<file path="config.mk">
export PLATFORM = sky130hd
export DESIGN_NAME = csv_record_parser
export DESIGN_NICKNAME = d
export VERILOG_FILES = /design/src/rtl/csv_pkg.sv /design/src/rtl/csv_digit_accum.sv /design/src/rtl/csv_record_parser.sv
export SDC_FILE = /design/constraint.sdc
export NUM_CORES = 1
export LEC_CHECK = 0
export ABC_AREA = 1
export CAP_MARGIN = 40
export CORE_MARGIN = 4
export CORE_UTILIZATION = 51
export DETAILED_ROUTE_END_ITERATION = 12
export PLACE_DENSITY = 0.74
export SLEW_MARGIN = 20
export SYNTH_ARGS = -nofsm -noshare
export SYNTH_HDL_FRONTEND = slang
export SYNTH_SLANG_ARGS = --single-unit
</file>
<file path="constraint.sdc">
create_clock -name clk -period 5.8 [get_ports clk]
set_input_delay 1.16 -clock clk [delete_from_list [all_inputs] [get_ports clk]]
set_output_delay 1.16 -clock clk [all_outputs]
set_load 0.01 [all_outputs]
</file>
<file path="src/rtl/csv_pkg.sv">
// Shared definitions for the streaming CSV record parser: ASCII constants,
// parser states and the per-byte classifier.
package csv_pkg;

  localparam logic [7:0] CH_0     = 8'h30;
  localparam logic [7:0] CH_9     = 8'h39;
  localparam logic [7:0] CH_MINUS = 8'h2D;
  localparam logic [7:0] CH_COMMA = 8'h2C;
  localparam logic [7:0] CH_LF    = 8'h0A;
  localparam logic [7:0] CH_CR    = 8'h0D;
  localparam logic [7:0] CH_SP    = 8'h20;

  typedef enum logic [1:0] {
    LINE_START = 2'd0,
    FIELD      = 2'd1,
    SKIP       = 2'd2,
    EMIT       = 2'd3
  } csv_state_e;

  typedef enum logic [2:0] {
    CL_DIGIT, CL_MINUS, CL_COMMA, CL_LF, CL_IGN, CL_BAD
  } csv_class_e;

  function automatic csv_class_e classify(input logic [7:0] b);
    csv_class_e c;
    if (b >= CH_0 && b <= CH_9) c = CL_DIGIT;
    else begin
      case (b)
        CH_MINUS:     c = CL_MINUS;
        CH_COMMA:     c = CL_COMMA;
        CH_LF:        c = CL_LF;
        CH_CR, CH_SP: c = CL_IGN;
        default:      c = CL_BAD;
      endcase
    end
    return c;
  endfunction

endpackage

</file>
<file path="src/rtl/csv_digit_accum.sv">
// Decimal field accumulator: acc*10+d modulo 2^FIELD_W, plus a sign flag.
// Reports whether any digit has been seen so the parent can reject empty fields.
module csv_digit_accum #(
  parameter int FIELD_W = 16
) (
  input  logic               clk,
  input  logic               rst,
  input  logic               i_clear,
  input  logic               i_digit_en,
  input  logic [3:0]         i_digit,
  input  logic               i_neg,
  output logic [FIELD_W-1:0] o_value,
  output logic               o_neg,
  output logic               o_has_digit
);

  logic [FIELD_W-1:0] r_acc;
  logic               r_neg;
  logic               r_has;
  logic [FIELD_W-1:0] w_next;

  // acc*10 as (acc<<3)+(acc<<1) keeps everything at FIELD_W, wrapping naturally
  assign w_next = (r_acc << 3) + (r_acc << 1) + {{(FIELD_W-4){1'b0}}, i_digit};

  always_ff @(posedge clk) begin
    if (rst || i_clear) begin
      r_acc <= '0;
      r_neg <= 1'b0;
      r_has <= 1'b0;
    end else begin
      if (i_digit_en) begin
        r_acc <= w_next;
        r_has <= 1'b1;
      end
      if (i_neg) r_neg <= 1'b1;
    end
  end

  assign o_value     = r_neg ? (~r_acc + 1'b1) : r_acc;
  assign o_neg       = r_neg;
  assign o_has_digit = r_has;

endmodule

</file>
<file path="src/rtl/csv_record_parser.sv">
// Streaming CSV line parser: one ASCII byte per cycle in, NUM_FIELDS-field records out.
// Optional build macro CSV_HEADER_SKIP_EN discards the first non-empty line after reset.
module csv_record_parser
  import csv_pkg::*;
#(
  parameter int NUM_FIELDS = 5,
  parameter int FIELD_W    = 16
) (
  input  logic                          clk,
  input  logic                          rst,
  input  logic                          in_valid,
  input  logic [7:0]                    in_data,
  output logic                          in_ready,
  output logic                          out_valid,
  input  logic                          out_ready,
  output logic [NUM_FIELDS*FIELD_W-1:0] out_fields,
  output logic                          err_pulse,
  output logic [15:0]                   rec_count
);

  localparam int              IDX_W    = (NUM_FIELDS > 1) ? $clog2(NUM_FIELDS) : 1;
  localparam logic [IDX_W-1:0] LAST_IDX = IDX_W'(NUM_FIELDS-1);

  csv_state_e                         r_state;
  logic [IDX_W-1:0]                   r_idx;
  logic [NUM_FIELDS-2:0][FIELD_W-1:0] r_stage;
  logic [NUM_FIELDS*FIELD_W-1:0]      r_out;
  logic [15:0]                        r_rec_count;
  logic                               r_skip_err;

  csv_class_e         w_cls;
  logic               w_fire, w_parse, w_last, w_bad, w_hdr, w_tok, w_sep, w_lf_ok;
  logic [FIELD_W-1:0] w_val;
  logic               w_neg, w_has;

  assign in_ready  = (r_state != EMIT);
  assign out_valid = (r_state == EMIT);
  assign w_fire    = in_valid & in_ready;
  assign w_cls     = classify(in_data);
  assign w_parse   = (r_state == LINE_START) | (r_state == FIELD);
  assign w_last    = (r_idx == LAST_IDX);

  always_comb begin
    w_bad = 1'b0;
    case (w_cls)
      CL_BAD:   w_bad = 1'b1;
      CL_MINUS: w_bad = w_has | w_neg;
      CL_COMMA: w_bad = ~w_has | w_last;
      CL_LF:    w_bad = (r_state == FIELD) & (~w_has | ~w_last);
      default:  w_bad = 1'b0;
    endcase
  end

`ifdef CSV_HEADER_SKIP_EN
  logic r_hdr;
  always_ff @(posedge clk) begin
    if (rst)        r_hdr <= 1'b1;
    else if (w_hdr) r_hdr <= 1'b0;
  end
  assign w_hdr = w_fire & r_hdr & (r_state == LINE_START) & (w_cls != CL_IGN) & (w_cls != CL_LF);
`else
  assign w_hdr = 1'b0;
`endif

  // w_tok: accepted byte that is interpreted as CSV content
  assign w_tok     = w_fire & w_parse & ~w_hdr;
  assign w_sep     = w_tok & (w_cls == CL_COMMA) & ~w_bad;
  assign w_lf_ok   = w_tok & (w_cls == CL_LF) & (r_state == FIELD) & ~w_bad;
  assign err_pulse = ~rst & w_fire & (w_cls == CL_LF) &
                     (((r_state == SKIP) & r_skip_err) | (w_tok & w_bad));

  csv_digit_accum #(.FIELD_W(FIELD_W)) u_acc (
    .clk         (clk),
    .rst         (rst),
    .i_clear     (w_fire & ((w_cls == CL_COMMA) | (w_cls == CL_LF))),
    .i_digit_en  (w_tok & (w_cls == CL_DIGIT)),
    .i_digit     (in_data[3:0]),
    .i_neg       (w_tok & (w_cls == CL_MINUS) & ~w_bad),
    .o_value     (w_val),
    .o_neg       (w_neg),
    .o_has_digit (w_has)
  );

  always_ff @(posedge clk) begin
    if (rst) begin
      r_state     <= LINE_START;
      r_idx       <= '0;
      r_stage     <= '0;
      r_out       <= '0;
      r_rec_count <= '0;
      r_skip_err  <= 1'b0;
    end else begin
      case (r_state)
        LINE_START, FIELD: if (w_fire) begin
          if (w_hdr) begin
            r_state    <= SKIP;
            r_skip_err <= 1'b0;
          end else if (w_cls == CL_LF) begin
            r_idx <= '0;
            if (r_state == FIELD) r_state <= w_bad ? LINE_START : EMIT;
          end else if (w_bad) begin
            r_state    <= SKIP;
            r_skip_err <= 1'b1;
          end else if (w_cls != CL_IGN) begin
            r_state <= FIELD;
            if (w_cls == CL_COMMA) r_idx <= r_idx + 1'b1;
          end
        end
        SKIP: if (w_fire && w_cls == CL_LF) begin
          r_state <= LINE_START;
          r_idx   <= '0;
        end
        EMIT: if (out_ready) begin
          r_state     <= LINE_START;
          r_rec_count <= r_rec_count + 16'd1;
        end
        default: r_state <= LINE_START;
      endcase
      // fields land in staging first so a discarded line never disturbs out_fields
      for (int k = 0; k < NUM_FIELDS-1; k++)
        if (w_sep && r_idx == IDX_W'(k)) r_stage[k] <= w_val;
      if (w_lf_ok) r_out <= {w_val, r_stage};
    end
  end

  assign out_fields = r_out;
  assign rec_count  = r_rec_count;

endmodule

</file>
==> results of run 1 <==
==> sequential cells by signal (all words and copies together) (netlist names) <==
signal	cells
out_fields	80
r_idx	3
r_skip_err	1
r_stage	64
r_state	2
rec_count	16
u_acc.o_has_digit	1
u_acc.o_neg	1
u_acc.r_acc	16
==> Yosys cell counts <==
master	number
o21ai_0	33
buf_2	13
buf_6	9
ha_1	36
nand2_2	5
a21o_1	1
buf_1	1
inv_1	223
nand3b_1	2
and2_1	1
nor2_2	4
o31ai_1	3
dfxtp_1	184
fa_1	2
o21bai_1	5
nand2_1	360
o21a_1	3
nand4_1	14
nor3_1	9
buf_4	4
clkbuf_1	24
xor2_1	14
or2_2	1
o211ai_1	1
o21ai_1	6
a21boi_0	1
nand3_1	26
a21oi_1	53
nor4_1	1
a31oi_1	2
nor2_1	323
inv_2	9
xnor2_1	8
==> final timing paths <==
kind | from | slack (ns) | endpoint
setup / recovery | in_data[3] | 1.38 | err_pulse
hold / removal | r_skip_err$_SDFFE_PP0P_ | 0.46 | r_skip_err$_SDFFE_PP0P_
setup reg to reg | u_acc.r_acc[0]$_SDFFE_PP0P_ | 2.83 | u_acc.r_acc[12]$_SDFFE_PP0P_
hold reg to reg | r_skip_err$_SDFFE_PP0P_ | 0.46 | r_skip_err$_SDFFE_PP0P_
==> power groups by stage <==
stage               clock network [mW]  logic [mW]  registers (mW)
finish                            1.18       0.108            1.28
global route                      1.26       0.121            1.28
CTS                               1.20       0.108            1.28
detailed placement                   0       0.106            1.31
global placement                     0       0.102            1.31
floorplan                            0      0.0729            1.31
==> cells by family (layout without fill, tap and decap cells) <==
family	count (synthesis)	after routing	synth area share
AO/OA/AOI/OAI	108	108	0.0641
AND/OR/NAND/NOR	746	746	0.323
XOR/XNOR	22	22	0.0214
buffers and inverters	283	389	0.129
adder cells (fa/ha/maj)	38	38	0.0544
flip-flops	184	184	0.408
==> final cells by class <==
class / instances / area [um^2]
multi-input cells: 914 / 4180
well taps: 225 / 282
inverters: 232 / 873
fillers: 1573 / 6410
flip-flops and latches: 184 / 3680
clock buffers: 25 / 515
repair buffers: 126 / 1260
clock inverters: 6 / 87.6
==> worst max-delay path, stage by stage <==
cell             delay, ns
clkdlybuf4s50_1       0.57
nand2_1               0.08
nor2_1                0.13
nand2_2               0.14
nor3_1                0.22
nor2_2                0.10
nand2_2               0.12
nand2_1               0.06
a21oi_1               0.12
clkdlybuf4s50_1       0.56
==> routing by layer <==
metal  track usage  vias to the layer above  wire, um
li1              -                     4298         -
met1         0.294                     3504      9960
met2         0.335                      165      9510
met3        0.0556                       40      1300
met4        0.0765                        0       494
met5             0                        -         0
==> flow_metrics.py, run 1 <==
metrics = {
    "placed_design": {
        "placedCellCount": 1680,
        "io_buffers": 110,
        "dp_slack_ns": 1.40,
        "placedInstanceArea_um2": 10300,
        "gp_congestion": 0.878,
        "place.detailed.hpwl_um": 14500,
    },
    "critical_path": {
        "cp-end-kind": "primary output",
        "worstPathArrival_ns": 3.26,
        "r2r_cells": 12,
        "path_class": "primary input to primary output",
        "startpoint_type": "primary input",
        "crit_required_ns": 4.64,
        "crit_path_max_fanout": 8,
    },
    "sta": {
        "tightestPinTransition_ns": 0.892,
        "fin_crit_sh": 0.763,
        "rsz0062_at_grt": "no",
        "holdWs_ns": 0.461,
        "finalClockSkew_ns": 0.0100,
        "timing.fmax_ghz": 0.226,
        "setup_slack_ns": 1.38,
        "max_slew_margin": 0.403,
        "finalMaxSlewViolations": 0,
        "report.final.hold_viol_count": 0,
        "setup_viol": 0,
        "final.setup.tns_ns": 0,
        "period_minus_slack_ns": 4.42,
    },
    "route": {
        "drc": 0,
        "vias_per_cell": 4.68,
        "dr.first_iter.drc_count": 640,
        "ant_nets": 0,
        "num_vias": 8007,
        "wire_per_inst_um": 12.4,
        "drt-total-wl_um": 21300,
        "firstDrtPassIters": 8,
    },
    "layout": {
        "most-common-layout-cells": "nand2_1 (360), nor2_1 (323), inv_1 (222)",
        "nets": 1525,
        "syn_to_final_growth_pct": 20.6,
        "fin_util": 0.629,
        "diodes": 0,
        "final_common_cell": "nand2_1",
        "drive_above_1_share": 0.0437,
        "stdcell_area_um2": 10900,
        "stdcell_count": 1712,
    },
    "yosys": {
        "yosys_warnings": 0,
        "synthDominantCellAreaShare": 0.408,
        "synth_area_um2": 9020,
        "syn_inst": 1381,
        "synth_nets": 1431,
        "ys_types": 33,
        "ys_ff_latch": 184,
        "syn_area_per_cell_um2": 6.53,
        "yosysSeqAreaShare": 0.408,
        "synth.largest_area_cell": "dfxtp_1",
        "yosys-top-cells-area": "dfxtp_1 (41%), nand2_1 (15%), nor2_1 (13%)",
    },
    "die": {
        "core_area_um2": 17300,
        "fp.dieW_um": 141,
        "io_pins": 111,
        "dieArea_um2": 19900,
        "start_util": 0.522,
        "die_y_um": 141,
        "rows": 48,
    },
    "power": {
        "seqPwrFrac": 0.498,
        "peakVddDrop_mv": 0.218,
        "switching_share": 0.218,
        "combPwrFrac": 0.042,
        "clockPowerShare": 0.460,
        "leakage_nw": 5.88,
        "p_switching_mw": 0.559,
        "totalPowerFinal_mw": 2.57,
        "power.internal_mw": 2.01,
        "power.density_nw_per_um2": 236,
    },
    "grt": {
        "gr-total-overflow": 0,
        "grt_pass1_wl_um": 35000,
        "antenna_found_initial": 0,
        "grt_pass1_vias": 7274,
        "grt_max_degree": 73,
        "grt_usage": 0.217,
    },
    "clocking": {
        "tritoncts": "yes",
        "cts_made_buffers": 17,
        "clockRootBuffer": "clkbuf_16",
        "holdBufCountCts": 0,
        "clk_latency_ns": 0.44,
        "path_clk_slew_ns": 0.07,
        "htree_levels": 4,
        "cts-resized-gates": 0,
        "cts_sinks": 184,
        "cts_max_path_buffers": 2,
        "cts_setup_buffers": 0,
    },
    "outcome": {
        "status": "complete, no violations",
    },
    "worst_hold_path": {
        "hp-class": "flop to flop",
        "worstHoldPathCells": 2,
    },
    "flow_run": {
        "maxCapViolCount": 0,
    },
}
No activity file was read; power rests on OpenSTA's default activity.
==> run 2: changes to the inputs <==
- clock period: 5.8 -> 4.4 ns (I/O delays scaled with it)
==> run 2 against run 1 <==
  * Final area up 0.23%
  * Final cell count hardly changed
  * Clock-buffer cell count down 3
  * Power grew 34%
  * Die area is the same
  * Non-clock buffer count unchanged
  * Sequential power increased by 32%
  * Critical path depth unchanged
  * Via count up 0.22%
  * Clock power up 36%
  * Clock skew shrank 0.0042 ns
==> flow_metrics.py, run 2 (synthesis results as in run 1) <==
metrics = {
    "route": {
        "ant_nets": 0,
        "drc": 0,
        "firstDrtPassIters": 5,
        "num_vias": 8025,
        "wire_per_inst_um": 12.3,
        "vias_per_cell": 4.68,
        "drt-total-wl_um": 21100,
        "dr.first_iter.drc_count": 561,
    },
    "layout": {
        "stdcell_count": 1713,
        "largest_reg_flops": 80,
        "nets": 1525,
        "stdcell_area_um2": 10900,
        "diodes": 0,
        "final_common_cell": "nand2_1",
        "drive_above_1_share": 0.0450,
        "syn_to_final_growth_pct": 20.9,
        "most-common-layout-cells": "nand2_1 (360), nor2_1 (323), inv_1 (222)",
    },
    "grt": {
        "globalRouteMet3Util": 0.0587,
        "use_met1": 0.291,
        "antenna_found_initial": 0,
        "use_met2": 0.343,
        "grt_usage": 0.217,
        "top_usage_layer": "met2",
        "grt_pass1_vias": 7562,
        "grt_max_degree": 63,
        "gr-total-overflow": 0,
        "grt_pass1_wl_um": 35400,
    },
    "clocking": {
        "tritoncts": "yes",
        "path_clk_slew_ns": 0.07,
        "cts-resized-gates": 0,
        "cts_setup_buffers": 0,
        "htree_levels": 4,
        "cts_max_path_buffers": 2,
        "clockRootBuffer": "clkbuf_16",
        "cts_sinks": 184,
        "cts_made_buffers": 17,
        "holdBufCountCts": 0,
        "clk_latency_ns": 0.43,
    },
    "sta": {
        "finalMaxSlewViolations": 0,
        "finalClockSkew_ns": 0.00580,
        "setup_viol": 0,
        "tightestPinTransition_ns": 0.873,
        "holdWs_ns": 0.457,
        "report.final.hold_viol_count": 0,
        "final.setup.tns_ns": 0,
        "max_slew_margin": 0.416,
        "timing.fmax_ghz": 0.258,
        "rsz0062_at_grt": "no",
        "fin_crit_sh": 0.880,
        "period_minus_slack_ns": 3.87,
    },
    "critical_path": {
        "cp-end-kind": "primary output",
        "crit_path_max_fanout": 8,
        "startpoint_type": "primary input",
        "worstPathArrival_ns": 2.99,
        "crit_required_ns": 3.52,
        "path_class": "primary input to primary output",
    },
    "power": {
        "leakage_nw": 5.89,
        "power.density_nw_per_um2": 315,
        "peakVddDrop_mv": 0.267,
    },
    "placed_design": {
        "io_buffers": 110,
        "placedInstanceArea_um2": 10300,
        "gp_congestion": 0.847,
        "placedCellCount": 1680,
        "place.detailed.hpwl_um": 14300,
    },
    "die": {
        "dieArea_um2": 19900,
        "fp.dieW_um": 141,
        "io_pins": 111,
        "die_y_um": 141,
        "core_area_um2": 17300,
        "rows": 48,
        "start_util": 0.522,
    },
    "outcome": {
        "status": "complete, no violations",
    },
    "flow_run": {
        "maxCapViolCount": 0,
    },
    "worst_hold_path": {
        "hp-class": "flop to flop",
    },
}
## run 2: power by group
part | internal (mW) | switching, mW
sequential | 1.67 | 0.0124
combinational | 0.0492 | 0.0946
clock | 0.957 | 0.653
## run 2: layout make-up
type | instances | area, um^2
clock buffers | 22 | 484
clock inverters | 10 | 139
fillers | 1613 | 6390
inverters | 232 | 873
multi-input cells | 914 | 4180
flip-flops and latches | 184 | 3680
well taps | 225 | 282
repair buffers | 126 | 1260
## run 2: per-layer routing
layer	vias up	share of wire
li1	4307	-
met1	3515	0.48
met2	170	0.44
met3	33	0.056
met4	0	0.023
met5	-	0
## run 2: worst max-delay path, stage by stage
cell and delay (ns):
clkdlybuf4s50_1 0.58, nand2_1 0.08, nor2_1 0.14, nand2_2 0.13, nor3_1 0.21, nor2_2 0.10, nand2_2 0.11, nand2_1 0.06
a21oi_1 0.14, clkdlybuf4s50_1 0.56
## run 2: path summary, 6_finish.rpt
path	depth (start not counted)	from	slack [ns]	end
worst min register to register	2	r_skip_err$_SDFFE_PP0P_	0.46	r_skip_err$_SDFFE_PP0P_
worst max register to register	12	u_acc.r_acc[0]$_SDFFE_PP0P_	1.53	u_acc.r_acc[12]$_SDFFE_PP0P_
worst min-delay path	2	r_skip_err$_SDFFE_PP0P_	0.46	r_skip_err$_SDFFE_PP0P_
worst max-delay path	10	in_data[3]	0.53	err_pulse
## run 2: per-stage QoR
stage               total power [mW]  utilization  setup slack (ns)
floorplan                       1.82            -              1.53
global placement                1.86        0.591             0.594
detailed placement              1.87        0.594             0.553
CTS                             3.46        0.630             0.538
global route                    3.55        0.631             0.348
finish                          3.44        0.631             0.528
==> run 3: changes to the inputs <==
- CORE_MARGIN: 4 -> not set
- SLEW_MARGIN: 20 -> 25
==> run 3 against run 2 <==
  * Critical path depth unchanged
  * Combinational power about the same
  * Clock skew up 0.0040 ns
  * Final cell count about the same
  * Global-route usage up 1.6 points
  * Worst hold slack better by 0.0034 ns
  * Die area down 8.3%
  * Power down 1.7%
  * Highest routed layer unchanged
  * Routed wire length down 0.92%
  * Largest cell class unchanged
  * Clock-buffer cell count down 2
  * Final area down 0.18%
==> flow_metrics.py, run 3 (synthesis results as in run 1) <==
metrics = {
    "outcome": {
        "status": "complete, no violations",
    },
    "grt": {
        "grt_pass1_wl_um": 33600,
        "grt_usage": 0.234,
        "antenna_found_initial": 0,
        "gr-total-overflow": 0,
        "grt_max_degree": 61,
        "grt_pass1_vias": 6940,
    },
    "layout": {
        "syn_to_final_growth_pct": 20.7,
        "fillers": 1649,
        "largest_reg_flops": 80,
        "final_common_cell": "nand2_1",
        "stdcell_area_um2": 10900,
        "nets": 1526,
        "diodes": 0,
        "drive_above_1_share": 0.0463,
        "most-common-layout-cells": "nand2_1 (360), nor2_1 (323), inv_1 (222)",
    },
    "sta": {
        "finalClockSkew_ns": 0.00977,
        "report.final.hold_viol_count": 0,
        "period_minus_slack_ns": 3.84,
        "timing.fmax_ghz": 0.261,
        "final.setup.tns_ns": 0,
        "rsz0062_at_grt": "no",
        "setup_viol": 0,
        "finalMaxSlewViolations": 0,
        "max_slew_margin": 0.430,
        "fin_crit_sh": 0.872,
        "tightestPinTransition_ns": 0.852,
    },
    "route": {
        "ant_nets": 0,
        "drt-total-wl_um": 20900,
        "dr.first_iter.drc_count": 558,
        "num_vias": 8036,
        "wire_per_inst_um": 12.2,
        "drc": 0,
        "firstDrtPassIters": 5,
        "vias_per_cell": 4.69,
    },
    "placed_design": {
        "io_buffers": 110,
        "place.detailed.hpwl_um": 14100,
        "gp_congestion": 0.859,
        "placedInstanceArea_um2": 10300,
    },
    "clocking": {
        "tritoncts": "yes",
        "clk_latency_ns": 0.43,
        "clockRootBuffer": "clkbuf_16",
        "holdBufCountCts": 0,
        "cts_setup_buffers": 0,
        "cts-resized-gates": 0,
        "cts_max_path_buffers": 2,
        "path_clk_slew_ns": 0.06,
        "htree_levels": 4,
        "cts_sinks": 184,
        "cts_made_buffers": 17,
    },
    "critical_path": {
        "startpoint": "in_data[3]",
        "cp-end-kind": "primary output",
        "rr_endpoint": "u_acc.r_acc[12]$_SDFFE_PP0P_",
        "cp-endpoint": "err_pulse",
        "path_class": "primary input to primary output",
        "r2r_cells": 12,
        "worstPathArrival_ns": 2.96,
        "crit_required_ns": 3.52,
        "timing.rr.start": "u_acc.r_acc[0]$_SDFFE_PP0P_",
        "crit_path_max_fanout": 8,
        "startpoint_type": "primary input",
        "reg2reg_slack_ns": 1.45,
    },
    "die": {
        "core_area_um2": 17300,
        "fp.dieW_um": 135,
        "die_y_um": 135,
        "dieArea_um2": 18200,
        "rows": 48,
        "io_pins": 111,
        "start_util": 0.522,
    },
    "flow_run": {
        "maxCapViolCount": 0,
    },
    "power": {
        "power.density_nw_per_um2": 311,
        "leakage_nw": 5.87,
        "peakVddDrop_mv": 0.261,
    },
    "worst_hold_path": {
        "hp-class": "flop to flop",
    },
}
[run 3: cell type report]
| cell class | count | area, um^2 | share of cell area |
|---|---|---|---|
| multi-input combinational | 914 | 4180 | 0.384 |
| sequential | 184 | 3680 | 0.338 |
| timing repair buffer | 127 | 1260 | 0.116 |
| inverter | 232 | 873 | 0.0802 |
| clock buffer | 20 | 467 | 0.0429 |
| tap | 225 | 282 | 0.0259 |
| clock inverter | 12 | 139 | 0.0128 |
[run 3: report_power, final]
part,switching [mW],total (mW),internal (mW),leakage [nW]
Sequential,0.0126,1.69,1.67,1.48
Clock,0.665,1.55,0.890,0.291
Combinational,0.0933,0.142,0.0484,4.10
[run 3: stage by stage]
| step | power, mW | util | worst slack [ns] | std cells | hold WS (ns) |
|---|---|---|---|---|---|
| after floorplan | 1.82 | - | 1.53 | 1381 | 0.430 |
| after global placement | 1.86 | 0.591 | 0.594 | 1676 | 0.442 |
| after detailed placement | 1.86 | 0.594 | 0.572 | 1680 | 0.450 |
| after CTS | 3.40 | 0.629 | 0.559 | 1712 | 0.459 |
| after global routing | 3.49 | 0.629 | 0.322 | 1714 | 0.492 |
| final | 3.38 | 0.629 | 0.564 | 1714 | 0.461 |
[run 3: worst min path at each step]
stage	start	endpoint	cells past startpoint
after floorplan	r_skip_err$_SDFFE_PP0P_	r_skip_err$_SDFFE_PP0P_	2
after global placement	r_skip_err$_SDFFE_PP0P_	r_skip_err$_SDFFE_PP0P_	2
after detailed placement	r_skip_err$_SDFFE_PP0P_	r_skip_err$_SDFFE_PP0P_	2
after CTS	r_skip_err$_SDFFE_PP0P_	r_skip_err$_SDFFE_PP0P_	2
after global routing	rec_count[15]$_SDFFE_PP0P_	rec_count[15]$_SDFFE_PP0P_	2
final	r_skip_err$_SDFFE_PP0P_	r_skip_err$_SDFFE_PP0P_	2
[run 3: metal layers]
metal  share of wire  GRT usage  routed length (um)
met1            0.47      0.311                9900
met4           0.013     0.0637                 281
met5               0          0                   0
met2            0.45      0.377                9470
met3           0.059     0.0556                1220
[run 3: critical path: stages]
cell,delay (ns)
clkdlybuf4s50_1,0.57
nand2_1,0.09
nor2_1,0.13
nand2_2,0.13
nor3_1,0.20
nor2_2,0.09
nand2_2,0.12
nand2_1,0.06
a21oi_1,0.12
clkdlybuf4s50_1,0.56
